`src/rtl/fifo_serializer.sv`:
```
// Pops 32-bit words from the async FIFO's read side and shifts them out one bit at a time
// over a valid/ready link, marking the first and last bit of each word and counting words sent.
module fifo_serializer #(
  parameter int DATA_WIDTH      = 32,
  parameter int BIT_COUNT_BITS  = 5,
  parameter bit MSB_FIRST       = 1'b1,
  parameter int WORD_COUNT_BITS = 16
) (
  input  logic                       clock,
  input  logic                       reset,
  input  logic                       enable,
  input  logic [DATA_WIDTH-1:0]      fifo_q,
  input  logic                       fifo_empty,
  output logic                       fifo_read_enable,
  input  logic                       serial_ready,
  output logic                       serial_valid,
  output logic                       serial_data,
  output logic                       serial_first,
  output logic                       serial_last,
  output logic                       busy,
  output logic [WORD_COUNT_BITS-1:0] words_sent
);

  // Handshake: a bit is transferred on a rising clock edge where serial_valid and
  // serial_ready are both high; while serial_ready is low, data and flags stay frozen.

  localparam logic [1:0] IDLE  = 2'd0;
  localparam logic [1:0] POP   = 2'd1;
  localparam logic [1:0] LOAD  = 2'd2;
  localparam logic [1:0] SHIFT = 2'd3;

  localparam logic [BIT_COUNT_BITS-1:0] LAST_BIT = BIT_COUNT_BITS'(DATA_WIDTH - 1);

  logic [1:0]                 state_q, state_d;
  logic [DATA_WIDTH-1:0]      shift_reg_q, shift_reg_d;
  logic [BIT_COUNT_BITS-1:0]  bit_cnt_q, bit_cnt_d;
  logic [WORD_COUNT_BITS-1:0] words_sent_q, words_sent_d;

  logic start_ok;
  logic in_shift;
  logic at_last;

  assign start_ok = enable & ~fifo_empty;
  assign in_shift = (state_q == SHIFT);
  assign at_last  = (bit_cnt_q == LAST_BIT);

  always_comb begin
    state_d      = state_q;
    shift_reg_d  = shift_reg_q;
    bit_cnt_d    = bit_cnt_q;
    words_sent_d = words_sent_q;
    case (state_q)
      IDLE: begin
        if (start_ok) state_d = POP;
      end
      POP: begin
        state_d = LOAD;
      end
      LOAD: begin
        // fifo_q becomes valid one cycle after the pop pulse, i.e. now.
        shift_reg_d = fifo_q;
        bit_cnt_d   = '0;
        state_d     = SHIFT;
      end
      SHIFT: begin
        if (serial_ready) begin
          if (at_last) begin
            words_sent_d = words_sent_q + WORD_COUNT_BITS'(1);
            state_d      = start_ok ? POP : IDLE;
          end else begin
            shift_reg_d = MSB_FIRST ? (shift_reg_q << 1) : (shift_reg_q >> 1);
            bit_cnt_d   = bit_cnt_q + BIT_COUNT_BITS'(1);
          end
        end
      end
      default: begin
        state_d = IDLE;
      end
    endcase
  end

  always_ff @(posedge clock) begin
    if (reset) begin
      state_q      <= IDLE;
      shift_reg_q  <= '0;
      bit_cnt_q    <= '0;
      words_sent_q <= '0;
    end else begin
      state_q      <= state_d;
      shift_reg_q  <= shift_reg_d;
      bit_cnt_q    <= bit_cnt_d;
      words_sent_q <= words_sent_d;
    end
  end

  assign fifo_read_enable = (state_q == POP);
  assign busy             = (state_q != IDLE);
  assign serial_valid     = in_shift;
  assign serial_data      = in_shift & (MSB_FIRST ? shift_reg_q[DATA_WIDTH-1] : shift_reg_q[0]);
  assign serial_first     = in_shift & (bit_cnt_q == '0);
  assign serial_last      = in_shift & at_last;
  assign words_sent       = words_sent_q;

endmodule
```
`config.mk`:
```
export PLATFORM = sky130hd
export DESIGN_NAME = fifo_serializer
export DESIGN_NICKNAME = d
export VERILOG_FILES = /design/src/rtl/fifo_serializer.sv
export SDC_FILE = /design/constraint.sdc
export NUM_CORES = 1
export LEC_CHECK = 0
export BUFFER_PORTS_ARGS = -buffer_cell sky130_fd_sc_hd__buf_2
export CAP_MARGIN = 20
export CORE_UTILIZATION = 45
export CTS_CLUSTER_DIAMETER = 120
export CTS_CLUSTER_SIZE = 30
export DETAILED_ROUTE_END_ITERATION = 8
export PLACE_DENSITY_LB_ADDON = 0.08
export SLEW_MARGIN = 20
export SYNTH_ARGS = -nofsm -noshare
export SYNTH_HDL_FRONTEND = slang
export SYNTH_SLANG_ARGS = --single-unit
```
`constraint.sdc`:
```
create_clock -name clock -period 3.3 [get_ports clock]
set_input_delay 0.165 -clock clock [delete_from_list [all_inputs] [get_ports clock]]
set_output_delay 0.165 -clock clock [all_outputs]
set_load 0.005 [all_outputs]
```
# Yosys cells after proc, flatten, opt, wreduce, memory -nomap -nowiden
# Cells that the tools add are included.
# W data, S select, Z words.
dict set report word_totals {
  regBits 55
  in_bits 37
  output_inout_bits 22
  elab_cells 37
}
dict set report op_classes {
  n_addsub 2
  n_eq_ne 8
  n_mux 11
  bitwise_logic 5
  n_reduce_logical 7
}
# cell n
set ops {}
lappend ops {{$mux W32} 2}
lappend ops {{$pmux W32 S2} 1}
lappend ops {{$add A16 B1 Y16 const B} 1}
lappend ops {{$mux W5} 2}
lappend ops {{$pmux W5 S2} 1}
lappend ops {{$reduce_and A3 Y1} 3}
lappend ops {{$pmux W2 S4} 1}
lappend ops {{$mux W2} 3}
lappend ops {{$ne A2 B2 Y1 const B} 3}
lappend ops {{$add A5 B1 Y5 const B} 1}
lappend ops {{$eq A5 B5 Y1 const B} 1}
lappend ops {{$logic_not A5 Y1} 1}
lappend ops {{$and A1 B1 Y1} 4}
lappend ops {{$eq A2 B2 Y1 const B} 2}
lappend ops {{$reduce_bool A2 Y1} 2}
lappend ops {{$eq A2 B1 Y1 const B} 1}
lappend ops {{$logic_not A2 Y1} 1}
lappend ops {{$ne A2 B1 Y1 const B} 1}
lappend ops {{$mux W1} 1}
lappend ops {{$not A1 Y1} 1}

# Depth between registers and ports, before layout
dict set report depth {
  depth_word 6
  ltp_mapped 9
}

# Worst setup path after synthesis
# No wires, ideal clock.
dict set report synth_timing {
  kind {register to register}
  start {reg bit_cnt_q[1]}
  end {reg words_sent_q[15] (netlist: words_sent[15])}
  arrival_ns 2.036
  t_required_ns 3.179
  path_slack_ns 1.144
  path_stages_with_launch 9
  path_cell_list {dfxtp_1 ha_1 and3_1 ha_1 nand3_1 or2_1 buf_6 nor4_1 mux2_2}
}
dict set report synth_via {
  elab_chain_cells 2
}
# element line
set synth_lines {}
lappend synth_lines {{from (decl)} 36} ;# logic [BIT_COUNT_BITS-1:0] bit_cnt_q, bit_cnt_d;
lappend synth_lines {{from (signal assigned)} 91} ;# bit_cnt_q <= bit_cnt_d;
lappend synth_lines {{$eq A5 B5 Y1} 45} ;# assign at_last = (bit_cnt_q == LAST_BIT);
lappend synth_lines {{$reduce_and A3 Y1 (no source line)} --}
lappend synth_lines {{to (signal assigned)} 92} ;# words_sent_q <= words_sent_d;
lappend synth_lines {{to (decl)} 37} ;# logic [WORD_COUNT_BITS-1:0] words_sent_q, words_sent_d;
# No other way between the ends.
# A chain may end at the register's enable or synchronous reset.

# Worst setup path in the final report
# Ends and elaborated chain as after synthesis.

==> impl_metrics.yaml <==
worst_setup_path:
  worstSetupPathType: "reg -> reg"
  crit_buf_inv: 0
  cp-start-kind: "register"
  slowest_stage: "dfxtp_1"
  required_ps: 3490
  cp.arrival_ps: 2520
  crit_chain: "ha_1, and3_1, ha_1, nand3_1, or2_1, nor4_1, mux2_2"
  cpPeakStageDelay_ps: 380
  crit_top_cell: "ha_1"
  crit_fanout: 6
  cp-end-kind: "register"
  critPathTopFamily: "simple AND/OR/NAND/NOR gates"
timing:
  fin_skew_ps: 4.05
  hold_viol_final: 0
  rsz0062_at_grt: "no"
  setup_violations: 0
  post-route-period-util_pct: 70.5
  slew_violations: 0
  fmax_mhz: 430
  layout_min_cycle_time_ps: 2330
  maxSlewHeadroom_pct: 35.9
  fin_tns_setup_ps: 0
  worstMarginPinSlew_ps: 961
floorplanning:
  die_x_um: 77.8
  start_util_pct: 46.9
  chipHeight_um: 77.8
  io_pins: 59
  core.rowCount: 27
  coreArea_mm2: 0.00551
  dieArea_mm2: 0.00605
synthesis:
  synth-edff-count: 0
  synth_area_leaders: "dfxtp_1 43%, mux2i_1 13%, a211oi_1 9.0%, nor2_1 7.0%, ha_1 4.4%"
  synth_largest_area_cell: "dfxtp_1"
  yosysSeqAreaShare_pct: 42.6
  synth_nets: 329
  yosys-mux-area-fraction_pct: 13.2
  synth-main-ff-cell: "dfxtp_1"
  synth_xor_area_share_pct: 4.07
  synth_area_per_cell_um2: 9.13
  async_reset_ff_share_pct: 0
  yosysTopAreaCellShare_pct: 42.6
  synth_top_family_by_area: "simple AND/OR/NAND/NOR gates"
  synth_cells: 283
  synth.distinct_cells: 38
  yosysWarningCount: 0
  ys_ff_latch: 55
  synth_area_mm2: 0.00258
  synthSimpleGateAreaFrac_pct: 17.5
  synthAdderAreaFrac_pct: 4.36
  synth_compound_area_share_pct: 13.4
finish:
  fin_area_mm2: 0.00298
  drive_above_1_share_pct: 22.5
  seq_area_mm2: 0.00110
  multi_input_area_mm2: 0.00136
  final_cell_mix: "58 x buf_2, 55 x dfxtp_1, 48 x nor2_1"
  antennaDiodeCount: 0
  layout_commonest_cell: "buf_2"
  n_fill_cell: 524
  areaGrowthSynthToFinish_pct: 15.2
  fin_nets: 374
global_routing:
  grt_pass1_wl_mm: 8.69
  grt_pass1_vias: 1908
  antenna_found_initial: 0
  grt_max_degree: 64
  track_usage_pct: 17.8
  grt_overflow: 0
job:
  maxCapViolCount: 0
clock_tree:
  clk_pin_slew_ps: 90
  cts_resized: 0
  h-tree-depth: 2
  cts-buffers-inserted: 5
  cts_hold_repair.buffers: 0
  cts_tree: "built"
  cts_setup_buffers: 0
  clk_latency_ps: 300
  cts_root_buf: "clkbuf_8"
  cts.sinks: 55
  clockBufferDepth: 2
place:
  port_buffers: 58
  gp_congestion: 0.770
  place_hpwl_mm: 3.39
  placed_area_mm2: 0.00288
drt:
  via_count: 2083
  initialDrtViolationCount: 87
  wl_per_cell_um: 12.6
  ant_nets: 0
  wirelength_mm: 5.04
  drtPass1Iterations: 4
  via_per_inst: 5.19
  route.detailed.drc: 0
power_and_ir_drop:
  leakagePower_uw: 0.00114
  total_power_uw: 1890
  vdd_drop_max_v: 0.000301
  power_density_mw_per_mm2: 635
status:
  status: "finished clean"
worst_hold_path:
  hp-class: "in -> reg"
-- cells in the mapped netlist, drive strengths merged (5+ instances only) --
library cell  number
nor2              48
xnor2              5
buf                9
dfxtp             55
nand3              7
nand2             12
ha                 9
xor2               7
a21oi              8
a211oi            31
mux2i             33
clkbuf            12
inv                7
-- layer usage --
metal	wire (um)	share of wire, %	GRT usage [%]	up-vias
li1	-	-	-	1092
met1	2550	51	24.0	954
met2	2260	45	28.1	35
met3	196	3.9	4.71	2
met4	31	0.61	4.72	0
met5	0	0	0	-
-- tightest hold or removal path: stages --
cell and delay, ps:
buf_2 90, a22oi_1 70, nor2_1 80
-- state kept, by name, summed over array words and instances, names as in the netlist --
signal	flops
words_sent	16
bit_cnt_q	5
shift_reg_q	32
state_q	2
-- cells by family (layout without fill, tap and decap cells) --
group | Yosys count | after routing
adders and majority gates | 9 | 9
buffers and inverters | 28 | 74
AOI/OAI and AO/OA | 50 | 50
xor gates and xnor gates | 12 | 12
and+or+nand+nor | 95 | 95
muxes | 34 | 34
DFF | 55 | 55
-- final timing paths --
kind,from,endpoint,slack (ps),cells past startpoint
worst max-delay path,bit_cnt_q[1]$_SDFFE_PP0P_,words_sent[15]$_SDFFE_PP0P_,970,7
worst min-delay path,fifo_q[0],shift_reg_q[0]$_SDFFE_PP0P_,140,3
worst max register to register,bit_cnt_q[1]$_SDFFE_PP0P_,words_sent[15]$_SDFFE_PP0P_,970,7
worst min register to register,bit_cnt_q[4]$_SDFFE_PP0P_,bit_cnt_q[4]$_SDFFE_PP0P_,490,2
-- layout make-up --
| cell class | count | share of cell area (%) |
|---|---|---|
| Clock buffer | 8 | 3.36 |
| Inverter | 7 | 0.882 |
| Multi-Input combinational cell | 200 | 45.8 |
| Sequential cell | 55 | 37.0 |
| Tap cell | 72 | 3.03 |
| Timing Repair Buffer | 59 | 10.0 |
-- report_power, final --
| part | internal, uW | switching, uW |
|---|---|---|
| Clock | 192 | 204 |
| Combinational | 249 | 322 |
| Sequential | 832 | 92.2 |
-- through the flow --
stage	instances	utilization, %	setup WS, ps	hold WS [ps]
after floorplan	283	-	1140	326
after global placement	393	52.2	894	446
after detailed placement	393	52.2	760	436
after CTS	401	54.0	723	127
after global routing	401	54.1	833	128
final	401	54.1	973	141
Note: power is estimated with default switching activity, not from simulation.
